`src/rtl/flag_hazard_scoreboard.sv`:
```
// Branch flag-hazard scoreboard: shift-register tracking of in-flight flag writers.
// Optional perf counters enabled by defining FLAG_HAZ_PERF_EN.
module flag_hazard_scoreboard #(
  parameter int NUM_FLAGS    = 3,
  parameter int DEPTH        = 3,
  parameter int FLUSH_STAGES = 1,
  parameter int CNT_W        = 4,
  parameter int MAX_STALL    = 8
) (
  input  logic                 clk,
  input  logic                 rst_n,
  input  logic                 pipe_advance,
  input  logic                 issue_valid,
  input  logic [NUM_FLAGS-1:0] issue_flag_mask,
  input  logic                 flush,
  input  logic                 id_branch,
  input  logic [NUM_FLAGS-1:0] id_need_mask,
  output logic                 stall,
  output logic [NUM_FLAGS-1:0] bypass_mask,
  output logic [NUM_FLAGS-1:0] pending_mask,
  output logic [CNT_W-1:0]     stall_len,
  output logic                 stall_err
`ifdef FLAG_HAZ_PERF_EN
  ,
  output logic [31:0]          perf_branches,
  output logic [31:0]          perf_stall_cycles
`endif
);

  localparam logic [CNT_W-1:0] CNT_MAX = {CNT_W{1'b1}};
  localparam logic [CNT_W-1:0] ERR_LEN = CNT_W'(MAX_STALL);

  logic [NUM_FLAGS-1:0] sb_q [DEPTH];
  logic [NUM_FLAGS-1:0] sb_d [DEPTH];
  logic [NUM_FLAGS-1:0] inflight;
  logic [NUM_FLAGS-1:0] wb_flags;
  logic [CNT_W-1:0]     cnt_q;
  logic [CNT_W-1:0]     cnt_d;
  logic [CNT_W-1:0]     cnt_inc;
  logic                 err_q;
  logic                 err_hit;

  // Everything before WB is still unresolved; WB can be forwarded.
  always_comb begin
    inflight = '0;
    for (int i = 0; i < DEPTH - 1; i++) begin
      inflight = inflight | sb_q[i];
    end
  end

  assign wb_flags     = sb_q[DEPTH-1];
  assign pending_mask = inflight | wb_flags;

  assign stall = id_branch ? |(id_need_mask & inflight) : 1'b0;

  assign bypass_mask = (id_branch && !stall)
                     ? (id_need_mask & wb_flags)
                     : '0;

  always_comb begin
    for (int i = 0; i < DEPTH; i++) begin
      sb_d[i] = sb_q[i];
    end
    if (pipe_advance) begin
      sb_d[0] = (issue_valid && !stall) ? issue_flag_mask : '0;
      for (int i = 1; i < DEPTH; i++) begin
        sb_d[i] = sb_q[i-1];
      end
    end
    // Flush acts on the post-shift state, so a same-cycle issue is dropped.
    if (flush) begin
      for (int i = 0; i < FLUSH_STAGES; i++) begin
        sb_d[i] = '0;
      end
    end
  end

  // cnt_q holds completed stall cycles; the visible length includes this one.
  assign cnt_inc   = (cnt_q == CNT_MAX) ? cnt_q : cnt_q + 1'b1;
  assign stall_len = stall ? cnt_inc : '0;

  always_comb begin
    cnt_d = cnt_q;
    if (!stall) begin
      cnt_d = '0;
    end else if (pipe_advance) begin
      cnt_d = cnt_inc;
    end
  end

  assign err_hit   = (stall_len == ERR_LEN);
  assign stall_err = err_q | err_hit;

  always_ff @(posedge clk or negedge rst_n) begin
    if (!rst_n) begin
      for (int i = 0; i < DEPTH; i++) begin
        sb_q[i] <= '0;
      end
      cnt_q <= '0;
      err_q <= 1'b0;
    end else begin
      for (int i = 0; i < DEPTH; i++) begin
        sb_q[i] <= sb_d[i];
      end
      cnt_q <= cnt_d;
      err_q <= err_q | err_hit;
    end
  end

`ifdef FLAG_HAZ_PERF_EN
  always_ff @(posedge clk or negedge rst_n) begin
    if (!rst_n) begin
      perf_branches     <= '0;
      perf_stall_cycles <= '0;
    end else begin
      if (id_branch && !stall && pipe_advance) begin
        perf_branches <= perf_branches + 32'd1;
      end
      if (stall && pipe_advance) begin
        perf_stall_cycles <= perf_stall_cycles + 32'd1;
      end
    end
  end
`endif

endmodule
```
`config.mk`:
```
export PLATFORM = sky130hd
export DESIGN_NAME = flag_hazard_scoreboard
export DESIGN_NICKNAME = d
export VERILOG_FILES = /design/src/rtl/flag_hazard_scoreboard.sv
export SDC_FILE = /design/constraint.sdc
export NUM_CORES = 1
export LEC_CHECK = 0
export ABC_AREA = 1
export ABC_CLOCK_PERIOD_IN_PS = 2700
export BUFFER_PORTS_ARGS = -buffer_cell sky130_fd_sc_hd__buf_2
export CAP_MARGIN = 20
export CORE_MARGIN = 2
export CORE_UTILIZATION = 38
export DETAILED_ROUTE_END_ITERATION = 10
export SLEW_MARGIN = 20
export SYNTH_ARGS = -nofsm -noshare
export SYNTH_HDL_FRONTEND = slang
export SYNTH_SLANG_ARGS = --single-unit
```
`constraint.sdc`:
```
create_clock -name clk -period 2.7 [get_ports clk]
set_clock_uncertainty 0.05 [all_clocks]
set_input_delay 0.27 -clock clk [delete_from_list [all_inputs] [get_ports clk]]
set_output_delay 0.27 -clock clk [all_outputs]
set_load 0.02 [all_outputs]
```
After elaboration in Yosys (flattened, before gate mapping)
Index checks and enable logic that the tools add are counted.
Storage, ports and cells
  bits of input ports: 12
  output and inout bits: 12
  register bits: 14
Operators by class
  mux-type cells: 9
  bitwise logic cells: 5
  reductions and logical operators: 5
  add/subtract/negate cells: 1
  equal/unequal tests: 3
Operators by type and width (count)
  $mux W4: 4
  $mux W3: 3
  $mux W9: 1
  $eq A4 B4 Y1 const B: 2
  $and A3 B3 Y3: 2
  $or A3 B3 Y3: 2
  $add A4 B1 Y4 const B: 1
  $reduce_or A3 Y1: 1
  $logic_and A1 B1 Y1: 2
  $ne A2 B2 Y1 const B: 1
  $reduce_bool A2 Y1: 1
  $logic_not A1 Y1: 1
  $mux W1: 1
  $or A1 B1 Y1: 1

Depth between registers and ports, before layout
  depth after elaboration: 9
  gate-level depth with buffers: 9

Least setup slack after synthesis
OpenSTA, ideal clock, no wires.
  kind: flip-flop to output port
  start: register sb_q[5] in the netlist's numbering
  end: output port stall_err
  stages on the path, launching flop included: 8
  path buffers: 0
  arrival time: 1.230 ns
  path slack: 1.150 ns
  required time: 2.380 ns
  path through: dfrtp_1 o21ai_1 nand3_2 nand2_4 inv_1 o21ai_1 nand2_1 nand2_1
On the way
  cells in the longest elaborated chain, start to end: 7
Ends and longest elaborated chain
  start, declared: line 33  | logic [NUM_FLAGS-1:0] sb_q [DEPTH];
  start signal, assigned by index: line 103  | sb_q[i] <= sb_d[i];
  $or A3 B3 Y3: line 47  | inflight = inflight | sb_q[i];
  $and A3 B3 Y3: line 54  | assign stall = id_branch ? |(id_need_mask & inflight) : 1'b0;
  $reduce_or A3 Y1: line 54
  $mux W1: line 54
  via stall: line 18  | output logic stall,
  $mux W4: line 80  | assign stall_len = stall ? cnt_inc : '0;
  $eq A4 B4 Y1: line 91  | assign err_hit = (stall_len == ERR_LEN);
  $or A1 B1 Y1: line 92  | assign stall_err = err_q | err_hit;
  end, declared: line 22  | output logic stall_err
The timed path passes the listed nets, and every way through them passes these cells.

Final worst setup path
  start: register cnt_q[0]
  end: output port stall_err
On the way
  cells in the longest elaborated chain, start to end: 5
  elaborated cells on any way between the ends: 6
  classes of those cells: add/sub (1); eq/ne (2); mux (2); bitwise (1)
Ends and longest elaborated chain
  start, declared: line 37  | logic [CNT_W-1:0] cnt_q;
  start signal, assigned: line 105  | cnt_q <= cnt_d;
  $add A4 B1 Y4 or $eq A4 B4 Y1 (tied branches): line 79  | assign cnt_inc = (cnt_q == CNT_MAX) ? cnt_q : cnt_q + 1'b1;
  $mux W4 *: line 79
  $mux W4 *: line 80
  $eq A4 B4 Y1 *: line 91
  $or A1 B1 Y1 *: line 92
Every way passes the cells marked *; elsewhere a longest branch is shown, timed or not.

==> flow_summary.yaml <==
final_layout:
  layout-drive-gt1-share_pct: 28.13
  finalNonFillerCells: 155
  layout.nets: 142
  multi_input_area_um2: 350.3
  final_area_um2: 959.7
  antenna_cells: 0
  area_growth_pct: 24.31
  fill_cells: 204
  seqCellArea_um2: 350.3
  final_cell_mix: "28 x nand2_1, 23 x buf_2, 15 x inv_1"
  final_common_cell: "nand2_1"
placement:
  dp_cells: 150
  hpwl_um: 1260
  place_area_um2: 913.4
  io_buffers: 23
  gp_congestion: 0.7517
sta:
  rsz0062_at_grt: "false"
  fin_crit_sh_pct: 76.29
  max_freq_ghz: 0.4855
  hold_violations: 0
  hold_slack_ns: 0.1946
  setup_viol: 0
  slew_violations: 0
  setup_tns_ns: 0
  tightest_slew_ns: 0.3183
  slew_headroom_pct: 78.78
  period_needed_ns: 2.060
global_routing:
  grt-ovfl-total: 0
  antenna_found_initial: 0
  grt_pass1_wl_um: 2904
  grt_max_degree: 18
  track_usage_pct: 15.17
  first_global_vias: 677
die:
  initial_core_util_pct: 39.76
  ios: 24
  rows: 16
  die_h_um: 49.07
  die_area_um2: 2408
  core-area_um2: 1942
  die_w_um: 49.07
drt:
  finalWirelength_um: 1637
  drt_first_pass_iters: 4
  dr_total_vias: 744
  drc: 0
  wire_per_inst_um: 10.56
  vias_per_cell: 4.800
  drtAntennaViolNets: 0
  drt_iter0_drc: 10
hold_path:
  hp-start: "issue_flag_mask[0]"
  hold_path_end: "sb_q[6]$_DFFE_PN0P_"
  min_path_cells: 3
  min_path_type: "in2reg"
critical_path:
  start_kind: "flop"
  path_max_fanout: 5
  end_kind: "output pin"
  required_ns: 2.38
  reg2reg_to: "err_q$_DFF_PN0_"
  r2r_slack_ns: 1.29
  reg2regPathDepth: 6
  critical_path_class: "reg2out"
  crit_arrival_ns: 1.74
  worstReg2RegStart: "cnt_q[0]$_DFFE_PN0P_"
clock_network:
  clk_pin_slew_worst_paths_ns: 0.09
  cts.sinks: 14
  cts_tree: "yes"
  cts_buffer_depth: 2
  insertion_delay_ns: 0.28
  cts_buffers: 3
  post_cts_buffers: 0
  htree_levels: 1
  clockRootBuffer: "clkbuf_4"
logic_synthesis:
  synthCells: 101
  ys_ff_latch: 14
  synth_cell_types: 19
  synth_area_um2: 772.0
  synth_fp_nets: 114
  ys_warn_count: 0
  synth.yosys.seq_area_share_pct: 45.38
  avgSynthCellArea_um2: 7.643
run:
  max_cap_violations: 0
power_and_ir_drop:
  power_uw: 447.9
  powerDensity_nw_per_um2: 466.7
  peakVddDrop_uv: 234.6
  p_leak_nw: 0.5087
status:
  status: "finished clean"
==> power breakdown <==
part	switching [mW]	internal (mW)	leakage, nW
sequential	0.00557	0.217	0.188
clock	0.0703	0.0821	0.0210
combinational	0.0480	0.0249	0.300
==> flip-flops by register name (all words and copies together), names as in the netlist <==
name and cells:
sb_q 6, cnt_q 4, wb_flags 3, err_q 1
==> through the flow <==
stage,setup slack (ns),utilization [%]
2_1_floorplan,1.150,-
3_3_place_gp,0.9914,47.04
3_5_place_dp,0.9646,47.04
4_1_cts,0.6346,49.42
5_1_grt,0.4747,49.42
6_report,0.6403,49.42
==> worst max path at each step <==
stage / cells after the start / end / startpoint / slack (ns)
finish: 8 / stall_err / cnt_q[0]$_DFFE_PN0P_ / 0.64
global route: 10 / stall_err / cnt_q[0]$_DFFE_PN0P_ / 0.47
CTS: 10 / stall_err / cnt_q[0]$_DFFE_PN0P_ / 0.63
detailed placement: 10 / stall_err / cnt_q[0]$_DFFE_PN0P_ / 0.96
global placement: 10 / stall_err / cnt_q[0]$_DFFE_PN0P_ / 0.99
floorplan: 7 / stall_err / sb_q[5]$_DFFE_PN0P_ / 1.15
==> synth_stat cells, drive strengths merged <==
library cell / instances / area [um^2]
buf: 1 / 7.510
dfrtp: 14 / 350.3
ha: 1 / 12.51
inv: 17 / 63.81
nand2: 29 / 116.4
nand3: 7 / 45.04
nand4: 4 / 25.02
nor2: 9 / 43.80
o21ai: 16 / 83.83
or2: 1 / 6.260
xnor2: 1 / 8.760
xor2: 1 / 8.760
==> cell families after synthesis <==
group	after synthesis	synth area share, %
and+or+nand+nor	50	30.63
buffers and inverters	18	9.238
AOI/OAI and AO/OA	16	10.86
DFF	14	45.38
xor gates and xnor gates	2	2.269
adders and majority gates	1	1.620
==> layer usage <==
layer | share of wire [%] | routed length, um | GRT usage, %
met3 | 5.2 | 85 | 1.840
met2 | 44 | 722 | 23.20
met1 | 49 | 800 | 21.21
met4 | 1.8 | 29 | 7.143
met5 | 0 | 0 | 0
==> final cells by class <==
type / count / area share, %
timing repair buffer: 24 / 13.04
clock buffer: 4 / 3.781
multi-input combinational: 69 / 36.51
sequential: 14 / 36.51
inverter: 17 / 6.649
tap: 27 / 3.520
==> worst max-delay path, cell delays in order (launching register included) <==
cell	delay [ns]
dfrtp_1	0.44
ha_1	0.25
nand3_2	0.13
nand2_1	0.12
o21ai_2	0.07
o21ai_1	0.14
nand2_1	0.07
nand2_1	0.07
buf_2	0.16
==> timing repair <==
action,4_1_cts,5_1_grt
endpoints found under the hold margin,14,0
hold buffers,1,0
resized for setup,0,0
Power figures use the tool's default switching activity.
